--- src/rtl/mips_boot_loader.sv ---
// Framed byte-stream loader for the MIPS unified Mem: assembles big-endian words,
// writes them, and releases the processor with a start pulse once the checksum passes.
module mips_boot_loader #(
    parameter int ADDR_W      = 10,
    parameter int TIMEOUT_CYC = 65535
) (
    input  logic              clk1,
    input  logic              reset,
    input  logic [7:0]        in_data,
    input  logic              in_valid,
    output logic              in_ready,
    output logic              mem_wr_en,
    output logic [ADDR_W-1:0] mem_addr,
    output logic [31:0]       mem_wdata,
    output logic              cpu_hold,
    output logic              cpu_start,
    output logic              load_done,
    output logic              load_err,
    output logic [15:0]       words_written
);

    localparam int IDLE_W = $clog2(TIMEOUT_CYC + 1);
    localparam logic [IDLE_W-1:0] IDLE_LAST = IDLE_W'(TIMEOUT_CYC - 1);

    typedef enum logic [2:0] {
        ADDR_HI,
        ADDR_LO,
        CNT_HI,
        CNT_LO,
        DATA,
        CSUM,
        DONE,
        ERR
    } state_t;

    state_t            state;
    logic [7:0]        addr_hi_q;
    logic [7:0]        cnt_hi_q;
    logic [ADDR_W-1:0] cur_addr;
    logic [17:0]       bytes_left;
    logic [1:0]        byte_idx;
    logic [23:0]       asm_q;
    logic [7:0]        csum_q;
    logic [IDLE_W-1:0] idle_q;

    logic accept;
    logic timing;
    logic idle_hit;

    assign accept   = in_valid & in_ready;
    assign timing   = state inside {ADDR_LO, CNT_HI, CNT_LO, DATA, CSUM};
    assign idle_hit = timing && !accept && (idle_q == IDLE_LAST);

    always_ff @(posedge clk1) begin
        if (reset) begin
            state         <= ADDR_HI;
            addr_hi_q     <= '0;
            cnt_hi_q      <= '0;
            cur_addr      <= '0;
            bytes_left    <= '0;
            byte_idx      <= '0;
            asm_q         <= '0;
            csum_q        <= '0;
            idle_q        <= '0;
            in_ready      <= 1'b1;
            mem_wr_en     <= 1'b0;
            mem_addr      <= '0;
            mem_wdata     <= '0;
            cpu_hold      <= 1'b1;
            cpu_start     <= 1'b0;
            load_done     <= 1'b0;
            load_err      <= 1'b0;
            words_written <= '0;
        end else begin
            in_ready  <= 1'b1;
            mem_wr_en <= 1'b0;
            cpu_start <= 1'b0;
            if (idle_hit) begin
                // Abandon the frame; any partial word stays unwritten.
                state    <= ERR;
                load_err <= 1'b1;
                idle_q   <= '0;
            end else if (accept) begin
                idle_q <= '0;
                unique case (state)
                    ADDR_HI, DONE, ERR: begin
                        addr_hi_q     <= in_data;
                        cpu_hold      <= 1'b1;
                        load_done     <= 1'b0;
                        load_err      <= 1'b0;
                        words_written <= '0;
                        state         <= ADDR_LO;
                    end
                    ADDR_LO: begin
                        cur_addr <= ADDR_W'({addr_hi_q, in_data});
                        state    <= CNT_HI;
                    end
                    CNT_HI: begin
                        cnt_hi_q <= in_data;
                        state    <= CNT_LO;
                    end
                    CNT_LO: begin
                        bytes_left <= {cnt_hi_q, in_data, 2'b00};
                        byte_idx   <= '0;
                        csum_q     <= '0;
                        if ({cnt_hi_q, in_data} == 16'd0)
                            state <= CSUM;
                        else
                            state <= DATA;
                    end
                    DATA: begin
                        csum_q     <= csum_q ^ in_data;
                        bytes_left <= bytes_left - 18'd1;
                        byte_idx   <= byte_idx + 2'd1;
                        if (byte_idx == 2'd3) begin
                            // Write port is separate so the next word can assemble now.
                            mem_wr_en     <= 1'b1;
                            mem_addr      <= cur_addr;
                            mem_wdata     <= {asm_q, in_data};
                            cur_addr      <= cur_addr + ADDR_W'(1);
                            words_written <= words_written + 16'd1;
                        end else begin
                            asm_q <= {asm_q[15:0], in_data};
                        end
                        if (bytes_left == 18'd1)
                            state <= CSUM;
                    end
                    CSUM: begin
                        if (in_data == csum_q) begin
                            state     <= DONE;
                            cpu_start <= 1'b1;
                            cpu_hold  <= 1'b0;
                            load_done <= 1'b1;
                        end else begin
                            state    <= ERR;
                            load_err <= 1'b1;
                        end
                    end
                    default: state <= ADDR_HI;
                endcase
            end else if (timing) begin
                idle_q <= idle_q + IDLE_W'(1);
            end
        end
    end

endmodule

--- config.mk ---
export PLATFORM = sky130hd
export DESIGN_NAME = mips_boot_loader
export DESIGN_NICKNAME = d
export VERILOG_FILES = /design/src/rtl/mips_boot_loader.sv
export SDC_FILE = /design/constraint.sdc
export NUM_CORES = 1
export LEC_CHECK = 0
export CORE_MARGIN = 1.5
export CORE_UTILIZATION = 44
export CTS_CLUSTER_DIAMETER = 100
export DETAILED_ROUTE_END_ITERATION = 8
export GPL_ROUTABILITY_DRIVEN = 0
export PLACE_DENSITY = 0.65
export SYNTH_ARGS = -nofsm -noshare
export SYNTH_HDL_FRONTEND = slang
export SYNTH_SLANG_ARGS = --single-unit
--- constraint.sdc ---
create_clock -name clk1 -period 1.7 [get_ports clk1]
set_input_delay 0.34 -clock clk1 [delete_from_list [all_inputs] [get_ports clk1]]
set_output_delay 0.34 -clock clk1 [all_outputs]
set_load 0.005 [all_outputs]
==> run metrics <==
Synth Area in Compound Gates 0.167; setup TNS -0.146 ns; Worst EP arrival around 2.1 ns; area of the multi-input gates 3650 um^2; CTS clk-pin slew, worst paths around 0.07 ns; sw frac 0.264; Final WS setup -0.0440 ns; initial DRC count approximately 450; H-Tree Depth 4; RSZ-0062 raised after global routing yes; CTS tree done; Setup-failing EPs final 4; Required @ worst endpoint 2.03 ns; Diodes inserted 0; Max Cap Viol 0; remaining antenna violation count 0; FP Rows 45; CTS buffer count 17; PortBufs 73; Clock Path Buffers 2; status finished with violations; WHS approximately 0.25 ns; cells after synthesis 847; Core ar. approximately 15000 um^2; Die ar. around 16000 um^2; mux cell area share after synthesis 0.0146; commonest cells after routing, fill and taps aside 167 x nand2_1, 132 x dfxtp_1, 110 x a21oi_1; post-DR wirelength/cell between 10 and 15 um; CTS root buffer clkbuf_16; first-pass GRT wire length ~29 mm; Post-DP HPWL ~12 mm; clock network power share 0.467; failing checks negative setup slack; Peak VDD IR 0.681 mV; Simple-Gate Fraction of Synth Area 0.278; sequential power share 0.462; Post-Synth XOR/XNOR Area 0.0307; min Tclk post-route 1.74 ns; internal power ~5.9 mW; aggregate global-route resource usage 0.220; layout cell share with drive strength beyond 1 0.215; number of flops mapped to enable cells by yosys 0; grt ovf 0; Cell Area, Synth between 6000 and 7000 um^2; Distinct cells, synth 64; startpoint types register; dpl ws -0.715 ns; dominant synthesized flop cell dfxtp_1; TritonCTS sink count between 150 and 200; Final Max Slew Viols 0; main combinational cell family by area after synthesis simple AND/OR/NAND/NOR gates; kind of critical path register to register; Final Hold Fails 0; Crit. End Element register; CP Max Fanout 2; Pleak 3.39 nW; largest net degree at the start of global routing a little under 80; drt pass-1 iters 5; asr flop ratio synth 0; Hold Crit Class input port to register; Synth Area in Adders 0.0128; Ports 75; Die Ht about 130 um; Worst Skew 0.0103 ns; Nets roughly 1000; period utilisation layout 1.03; warnings from Yosys 0; vias in the first global route around 5900; most common cell after layout, fill and taps aside nand2_1; Residual DRC 0; register area between 3000 and 4000 um^2; Post-Layout Cell Count 1189; achievable clock frequency approximately 570 MHz; total wire length between 15 and 20 mm; later-pin clock latency in the skew report roughly 0.43 ns; Area growth syn-to-layout 35.3%; P_sw about 2.1 mW; vias per cell ~5.4; # placed instances between 1000 and 1500; Initial Util 0.451; P per Cell Area roughly 860 nW/um^2; Vias 6425; Syn Nets 865; Seq/Total Area, Yosys 0.450; Syn Area/Cell around 8 um^2; antenna violations before repair 0; Final Total Pwr 7.98 mW; die width around 130 um; register bit total from synthesis between 150 and 200; # fillers 1350; Comb pwr share 0.071
## cell usage after synthesis, types with 2 or more instances
| library cell | number | share of area |
|---|---|---|
| a311oi_1 | 4 | 0.0051 |
| nor2_1 | 80 | 0.044 |
| nand3_1 | 19 | 0.014 |
| or4_1 | 3 | 0.0033 |
| nand3b_1 | 6 | 0.0066 |
| a211oi_1 | 10 | 0.011 |
| and3_1 | 12 | 0.011 |
| o21bai_1 | 2 | 0.0022 |
| nor4_2 | 3 | 0.0055 |
| ha_1 | 7 | 0.013 |
| a22oi_1 | 2 | 0.0022 |
| mux2i_1 | 10 | 0.015 |
| nand2b_1 | 7 | 0.0064 |
| nor3_1 | 9 | 0.0066 |
| nand4b_1 | 2 | 0.0026 |
| buf_6 | 3 | 0.0049 |
| dfxtp_1 | 154 | 0.45 |
| a21boi_0 | 2 | 0.0022 |
| nor4b_1 | 2 | 0.0026 |
| a21o_1 | 4 | 0.0044 |
| nor4_4 | 2 | 0.0062 |
| o21ai_0 | 39 | 0.028 |
| buf_2 | 18 | 0.013 |
| clkbuf_1 | 33 | 0.018 |
| nand4_1 | 18 | 0.016 |
| nor3_4 | 3 | 0.0071 |
| a221oi_1 | 3 | 0.0038 |
| nor2b_1 | 9 | 0.0082 |
| nand2_1 | 169 | 0.093 |
| and4_1 | 3 | 0.0038 |
| xor2_1 | 20 | 0.026 |
| buf_4 | 5 | 0.0055 |
| inv_1 | 10 | 0.0055 |
| a31oi_1 | 5 | 0.0046 |
| or3_1 | 8 | 0.0073 |
| a21oi_1 | 112 | 0.082 |
| o22ai_1 | 5 | 0.0046 |
| o31ai_1 | 3 | 0.0033 |
| xnor2_1 | 4 | 0.0051 |
| and2_1 | 9 | 0.0082 |
| nor4_1 | 5 | 0.0046 |
## final timing paths
kind	slack, ns	from	cells after the start	end
setup / recovery	-0.04	bytes_left[1]$_SDFFE_PP0P_	7	bytes_left[10]$_SDFFE_PP0P_
hold / removal	0.25	reset	2	byte_idx[1]$_SDFFE_PP0P_
hold reg to reg	0.45	mem_addr[4]$_SDFFE_PP0P_	2	mem_addr[4]$_SDFFE_PP0P_
setup reg to reg	-0.04	bytes_left[1]$_SDFFE_PP0P_	7	bytes_left[10]$_SDFFE_PP0P_
## worst max-delay path, cell delays in order (launching register included)
cell and delay [ns]:
dfxtp_2 0.32, inv_2 0.07, ha_4 0.13, nor3b_4 0.18, nand2_1 0.10, or4_4 0.49, mux2i_1 0.14, a221oi_2 0.23
## logic make-up after synthesis
family | Yosys count
other | 1
DFF | 154
and+or+nand+nor | 381
adders and majority gates | 7
buffers and inverters | 69
AOI/OAI and AO/OA | 201
muxes | 10
xor gates and xnor gates | 24
## layout make-up
class / count / share of cell area
Clock buffer: 17 / 0.0458
Clock inverter: 15 / 0.0179
Inverter: 10 / 0.00405
Multi-Input combinational cell: 624 / 0.393
Sequential cell: 154 / 0.335
Tap cell: 188 / 0.0254
Timing Repair Buffer: 181 / 0.179
## registers in the layout, indices dropped and copies added (netlist names)
| signal | count |
|---|---|
| mem_addr | 10 |
| state | 3 |
| load_err | 1 |
| words_written | 16 |
| addr_hi_q | 2 |
| mem_wdata | 32 |
| bytes_left | 18 |
| cur_addr | 10 |
| cpu_start | 1 |
| cnt_hi_q | 8 |
| mem_wr_en | 1 |
| byte_idx | 2 |
| cpu_hold | 1 |
| csum_q | 8 |
| asm_q | 24 |
| idle_q | 16 |
| load_done | 1 |
## through the flow
stage | utilization | cell area [um^2]
6_report | 0.610 | 9280
3_3_place_gp | 0.555 | 8430
5_1_grt | 0.610 | 9280
2_1_floorplan | - | 6900
3_5_place_dp | 0.555 | 8430
4_1_cts | 0.598 | 9090
## what timing repair did
item,CTS,global route
endpoints found under the setup margin,18,56
buffers inserted,4,3
resized for setup,25,46
pin swaps,9,16
hold buffers,0,0
## routing by layer
| layer | wire (um) | up-vias | global-route usage |
|---|---|---|---|
| li1 | - | 3220 | - |
| met5 | 0 | - | 0 |
| met4 | 219 | 0 | 0.0701 |
| met1 | 8540 | 3033 | 0.300 |
| met3 | 781 | 21 | 0.0505 |
| met2 | 8040 | 151 | 0.345 |
## power by group through the flow
| stage | Sequential [mW] | Clock, mW | Combinational, mW |
|---|---|---|---|
| after global routing | 3.69 | 3.98 | 0.613 |
| after global placement | 3.76 | 0 | 0.517 |
| after CTS | 3.68 | 3.80 | 0.533 |
| final | 3.69 | 3.73 | 0.567 |
| after floorplan | 3.76 | 0 | 0.310 |
| after detailed placement | 3.76 | 0 | 0.520 |
Note: power is estimated with default switching activity, not from simulation.
